File: src/rtl/int_sequencer_pkg.sv
// Shared types and defaults for the interrupt sequencer.
// State encoding, default vector layout and the int_id width helper.
package int_sequencer_pkg;

  typedef enum logic [1:0] {
    IDLE    = 2'd0,
    ARMED   = 2'd1,
    SERVICE = 2'd2
  } int_state_t;

  localparam logic [31:0] DEF_VECTOR_BASE   = 32'h0000_0100;
  localparam logic [31:0] DEF_VECTOR_STRIDE = 32'h0000_0010;

  // A single source still needs a 1-bit id.
  function automatic int id_width(input int n);
    return (n > 1) ? $clog2(n) : 1;
  endfunction

endpackage

File: src/rtl/int_prio_enc.sv
// Lowest-index priority encoder: o_idx is the lowest set bit of i_req, o_any = |i_req.
// Purely combinational, zero latency, no flow control.
module int_prio_enc #(
  parameter int N = 4,
  parameter int W = 2
) (
  input  logic [N-1:0] i_req,
  output logic [W-1:0] o_idx,
  output logic         o_any
);

  always_comb begin
    o_any = |i_req;
    o_idx = '0;
    for (int i = N - 1; i >= 0; i--) begin
      if (i_req[i]) o_idx = W'(i);
    end
  end

endmodule

File: src/rtl/int_sequencer.sv
// Edge-latched, masked, fixed-priority interrupt sequencer with one non-nesting service slot.
// Take fires 2 cycles after an irq edge at the earliest; held off indefinitely while decode is unsafe.
module int_sequencer
  import int_sequencer_pkg::*;
#(
  parameter int          NUM_IRQ       = 4,
  parameter logic [31:0] VECTOR_BASE   = DEF_VECTOR_BASE,
  parameter logic [31:0] VECTOR_STRIDE = DEF_VECTOR_STRIDE,
  localparam int         IDW           = id_width(NUM_IRQ)
) (
  input  logic               clk,
  input  logic               rst_n,
  input  logic [NUM_IRQ-1:0] irq,
  input  logic               cfg_wr,
  input  logic [NUM_IRQ-1:0] cfg_mask,
  input  logic               id_valid,
  input  logic [31:0]        id_pc_plus_4,
  input  logic               id_branch_sel,
  input  logic               stall,
  input  logic               reti_retire,
  output logic               int_take,
  output logic [31:0]        int_vector,
  output logic [IDW-1:0]     int_id,
  output logic [31:0]        epc,
  output logic               in_service,
  output logic [NUM_IRQ-1:0] pending,
  output logic [NUM_IRQ-1:0] mask
);

  int_state_t         r_state;
  logic [NUM_IRQ-1:0] r_irq_q;
  logic [NUM_IRQ-1:0] r_pending;
  logic [NUM_IRQ-1:0] r_mask;
  logic [IDW-1:0]     r_int_id;
  logic [31:0]        r_epc;
  logic               r_in_service;

  logic [NUM_IRQ-1:0] w_rise;
  logic [NUM_IRQ-1:0] w_req;
  logic [NUM_IRQ-1:0] w_clr;
  logic [IDW-1:0]     w_winner;
  logic               w_any;
  logic               w_safe;
  logic               w_take;

  assign w_rise = irq & ~r_irq_q;
  assign w_req  = r_pending & r_mask;
  assign w_safe = id_valid & ~stall & ~id_branch_sel;
  // Mealy take: the registered int_id is the source committed to this slot.
  assign w_take = (r_state == ARMED) & w_any & w_safe;

  int_prio_enc #(
    .N(NUM_IRQ),
    .W(IDW)
  ) u_prio (
    .i_req(w_req),
    .o_idx(w_winner),
    .o_any(w_any)
  );

  always_comb begin
    w_clr = '0;
    if (w_take) w_clr[r_int_id] = 1'b1;
  end

  always_ff @(posedge clk or negedge rst_n) begin
    if (!rst_n) begin
      r_state      <= IDLE;
      r_irq_q      <= '0;
      r_pending    <= '0;
      r_mask       <= '0;
      r_int_id     <= '0;
      r_epc        <= '0;
      r_in_service <= 1'b0;
    end else begin
      r_irq_q   <= irq;
      // A fresh edge wins over the take-cycle clear of the same bit.
      r_pending <= (r_pending & ~w_clr) | w_rise;
      if (cfg_wr) r_mask <= cfg_mask;

      case (r_state)
        IDLE: begin
          if (w_any) begin
            r_int_id <= w_winner;
            r_state  <= ARMED;
          end
        end
        ARMED: begin
          if (!w_any) begin
            r_state <= IDLE;
          end else if (w_take) begin
            r_epc        <= id_pc_plus_4 - 32'd4;
            r_in_service <= 1'b1;
            r_state      <= SERVICE;
          end else begin
            r_int_id <= w_winner;
          end
        end
        SERVICE: begin
          if (reti_retire) begin
            r_in_service <= 1'b0;
            r_state      <= IDLE;
          end
        end
        default: r_state <= IDLE;
      endcase
    end
  end

  assign int_take   = w_take;
  assign int_vector = VECTOR_BASE + 32'(r_int_id) * VECTOR_STRIDE;
  assign int_id     = r_int_id;
  assign epc        = r_epc;
  assign in_service = r_in_service;
  assign pending    = r_pending;
  assign mask       = r_mask;

endmodule

File: config.mk
export PLATFORM = sky130hd
export DESIGN_NAME = int_sequencer
export DESIGN_NICKNAME = d
export VERILOG_FILES = /design/src/rtl/int_sequencer_pkg.sv /design/src/rtl/int_prio_enc.sv /design/src/rtl/int_sequencer.sv
export SDC_FILE = /design/constraint.sdc
export NUM_CORES = 1
export LEC_CHECK = 0
export ABC_AREA = 1
export BUFFER_PORTS_ARGS = -buffer_cell sky130_fd_sc_hd__buf_2
export CAP_MARGIN = 0
export CORE_MARGIN = 1
export CORE_UTILIZATION = 48
export CTS_CLUSTER_DIAMETER = 80
export DETAILED_ROUTE_END_ITERATION = 6
export PLACE_DENSITY = 0.8
export SYNTH_ARGS = -nofsm -noshare
export SYNTH_HDL_FRONTEND = slang
export SYNTH_SLANG_ARGS = --single-unit
File: constraint.sdc
create_clock -name clk -period 1.6 [get_ports clk]
set_input_delay 0.16 -clock clk [delete_from_list [all_inputs] [get_ports clk]]
set_output_delay 0.16 -clock clk [all_outputs]
set_load 0.02 [all_outputs]
==> results.sh <==
export IMPL_antenna_cells=0
export IMPL_start_util_pct=51.3
export IMPL_setup_viol=0
export IMPL_hold_path_startpoint="id_pc_plus_4[2]"
export IMPL_m1WireLength_um=3130
export IMPL_grt_pass1_wl_um=11700
export IMPL_syn_area_um2=2890
export IMPL_cpPeakStageDelay_ps=350
export IMPL_avgViaCountPerCell=4.77
export IMPL_core_area_um2=5640
export IMPL_cts_sinks=49
export IMPL_antenna_found_initial=0
export IMPL_drtPass1Iterations=4
export IMPL_crit_fanout=4
export IMPL_clk_latency_ps=300
export IMPL_hpwl_um=5610
export IMPL_status="complete, no violations"
export IMPL_cts_root_buf="clkbuf_8"
export IMPL_finalClockSkew_ps=7.80
export IMPL_finalSetupTns_ps=0
export IMPL_layout_drive_gt1_share_pct=24.6
export IMPL_timing_fmax_mhz=634
export IMPL_cp_required_ps=1440
export IMPL_rows=27
export IMPL_ys_seq_elements=49
export IMPL_cts_max_path_buffers=2
export IMPL_track_usage_pct=24.2
export IMPL_report_final_slew_viol_count=0
export IMPL_post_drt_wl_per_cell_um=12.6
export IMPL_multi_input_comb_area_um2=1380
export IMPL_wl_met3_um=426
export IMPL_grt_pass1_vias=2556
export IMPL_crit_type="flip-flop to output pin"
export IMPL_fp_dieArea_um2=6340
export IMPL_finalCriticalPeriod_ps=1580
export IMPL_cp_arrival_ps=1420
export IMPL_hold_viol_final=0
export IMPL_crit_top_cell="buf_6"
export IMPL_drtIter0Drc=150
export IMPL_reg2reg_from="r_state[0]"
export IMPL_cts_clk_slew_worst_paths_ps=90
export IMPL_grt_max_degree=32
export IMPL_netlist_area_leader_share_pct=42.4
export IMPL_place_congestion=0.937
export IMPL_vdd_drop_max_uv=791
export IMPL_pin_count=123
export IMPL_htree_levels=2
export IMPL_synth_top_area_cell="dfrtp_1"
export IMPL_worst_pin_slew_ps=586
export IMPL_drc=0
export IMPL_p_leak_nw=1.89
export IMPL_p_per_area_nw_per_um2=1140
export IMPL_crit_path_end_kind="output pin"
export IMPL_dieWidth_um=79.6
export IMPL_cts_buffers=5
export IMPL_fin_hold_ws_ps=50.5
export IMPL_max_cap_violations=0
export IMPL_relSlewSlack_pct=60.9
export IMPL_dr_wl_met2_um=3630
export IMPL_syn_instance_count=393
export IMPL_ys_types=23
export IMPL_routed_wl_um=7230
export IMPL_fillCellCount=531
export IMPL_path_cells="inv_2 > or2_4 > nor3_4 > buf_6 > buf_6"
export IMPL_area_delta_synth_final_pct=22.9
export IMPL_slowest_stage="dfrtp_1"
export IMPL_critPathLaunch="r_state[0]"
export IMPL_ys_warn_count=0
export IMPL_highest_layer="met4"
export IMPL_rsz0062_at_grt="yes"
export IMPL_cp_start_kind="flip-flop"
export IMPL_layout_area_seq_um2=1230
export IMPL_vias=2731
export IMPL_yosysSeqAreaShare_pct=42.4
export IMPL_finalCritPeriodShare_pct=98.6
export IMPL_globalRouteOverflowTotal=0
export IMPL_syn_area_per_cell_um2=7.36
export IMPL_nNetsFinal=548
export IMPL_io_buffers=92
export IMPL_hp_class="input pin to flip-flop"
export IMPL_cts_tree="built"
export IMPL_die_h_um=79.6
export IMPL_ys_top_cells_by_area="dfrtp_1, nand2_1, buf_4, nor2_1, nand3_1"
export IMPL_detail_route_antenna_nets=0
export IMPL_reg2reg_slack_ps=110
-- Yosys cell counts, drive strengths merged --
| library cell | instances |
|---|---|
| ha | 1 |
| o21ai | 19 |
| nand4 | 7 |
| dfrtp | 49 |
| inv | 28 |
| o21bai | 5 |
| or2 | 1 |
| a21boi | 1 |
| conb | 2 |
| mux2 | 3 |
| nand2 | 138 |
| nand3 | 23 |
| clkbuf | 1 |
| xor2 | 8 |
| buf | 38 |
| nor3 | 1 |
| nor2 | 59 |
| o21a | 2 |
| xnor2 | 7 |
-- layer usage --
metal  vias to the layer above  track usage, %
met4                         0            6.00
met3                         6            4.57
met2                        98            42.7
met1                      1251            30.2
li1                       1376               -
met5                         -               0
-- path summary, 6_finish.rpt --
| path | endpoint | depth (start not counted) |
|---|---|---|
| setup reg to reg | epc[14] | 8 |
| setup / recovery | int_take | 5 |
| hold / removal | epc[2] | 2 |
| min in group asynchronous | r_irq_q[0] | 2 |
| max in group asynchronous | r_irq_q[1] | 3 |
| hold reg to reg | pending[1] | 3 |
-- cell type report --
| cell class | count | share of cell area [%] |
|---|---|---|
| clock buffers | 6 | 2.04 |
| clock inverters | 2 | 0.387 |
| inverters | 28 | 2.96 |
| multi-input cells | 305 | 38.8 |
| flip-flops and latches | 49 | 34.5 |
| well taps | 72 | 2.53 |
| repair buffers | 111 | 18.8 |
-- through the flow --
stage | setup slack [ps] | std cells | power, mW | utilization (%) | cell area, µm²
floorplan | 67.7 | 421 | 2.77 | - | 3000
global placement | 152 | 554 | 3.25 | 59.1 | 3330
detailed placement | 95.6 | 554 | 3.28 | 59.1 | 3330
CTS | 2.55 | 571 | 4.05 | 62.3 | 3510
global route | -17.6 | 573 | 4.31 | 63.0 | 3550
finish | 22.2 | 573 | 4.05 | 63.0 | 3550
-- cells by family (layout without fill, tap and decap cells) --
group,Yosys count,count (layout),synth area share [%]
AO/OA/AOI/OAI,27,27,5.37
XOR/XNOR,15,15,4.54
buffers and inverters,67,147,14.0
other,2,30,0.260
AND/OR/NAND/NOR,229,229,31.8
multiplexers,3,3,1.17
adder cells (fa/ha/maj),1,1,0.433
flip-flops,49,49,42.4
-- critical path: cells and delay by family, from the launching register on --
kind                   cells  cell delay [ps]
AND/OR/NAND/NOR            2              460
buffers and inverters      3              300
flip-flops                 1              350
-- report_power, final --
part           internal [mW]  total, mW  switching (mW)  leakage [nW]
Sequential              1.57       1.77           0.197         0.592
Combinational          0.535       1.54            1.01          1.25
Clock                  0.312      0.736           0.423        0.0456
-- flip-flops by register name, summed over array words and instances (netlist names) --
name	flops
r_state	2
mask	4
pending	4
r_irq_q	4
int_id	2
epc	32
in_service	1
-- placed cells by master, fill, tap and decap left out, types with 2 or more instances in the layout --
cell type and count:
buf_6 3, inv_2 3, inv_1 25, xnor2_1 7
nor2_1 58, buf_2 91, conb_1 30, buf_4 9
o21ai_0 8, o21ai_1 10, nand4_1 7, clkbuf_8 5
o21bai_1 5, dfrtp_1 49, xor2_1 8, nand3_1 23
o21a_1 2, buf_12 3, nand2_1 138, dlygate4sd3_1 5
mux2_2 3
-- what timing repair did --
item | in CTS | in global routing
hold buffers | 5 | 0
resized for setup | 4 | 9
pin swaps | 2 | 1
endpoints found under the setup margin | 1 | 39
buffers inserted | 4 | 2
endpoints found under the hold margin | 26 | 0
Note: power is estimated with default switching activity, not from simulation.
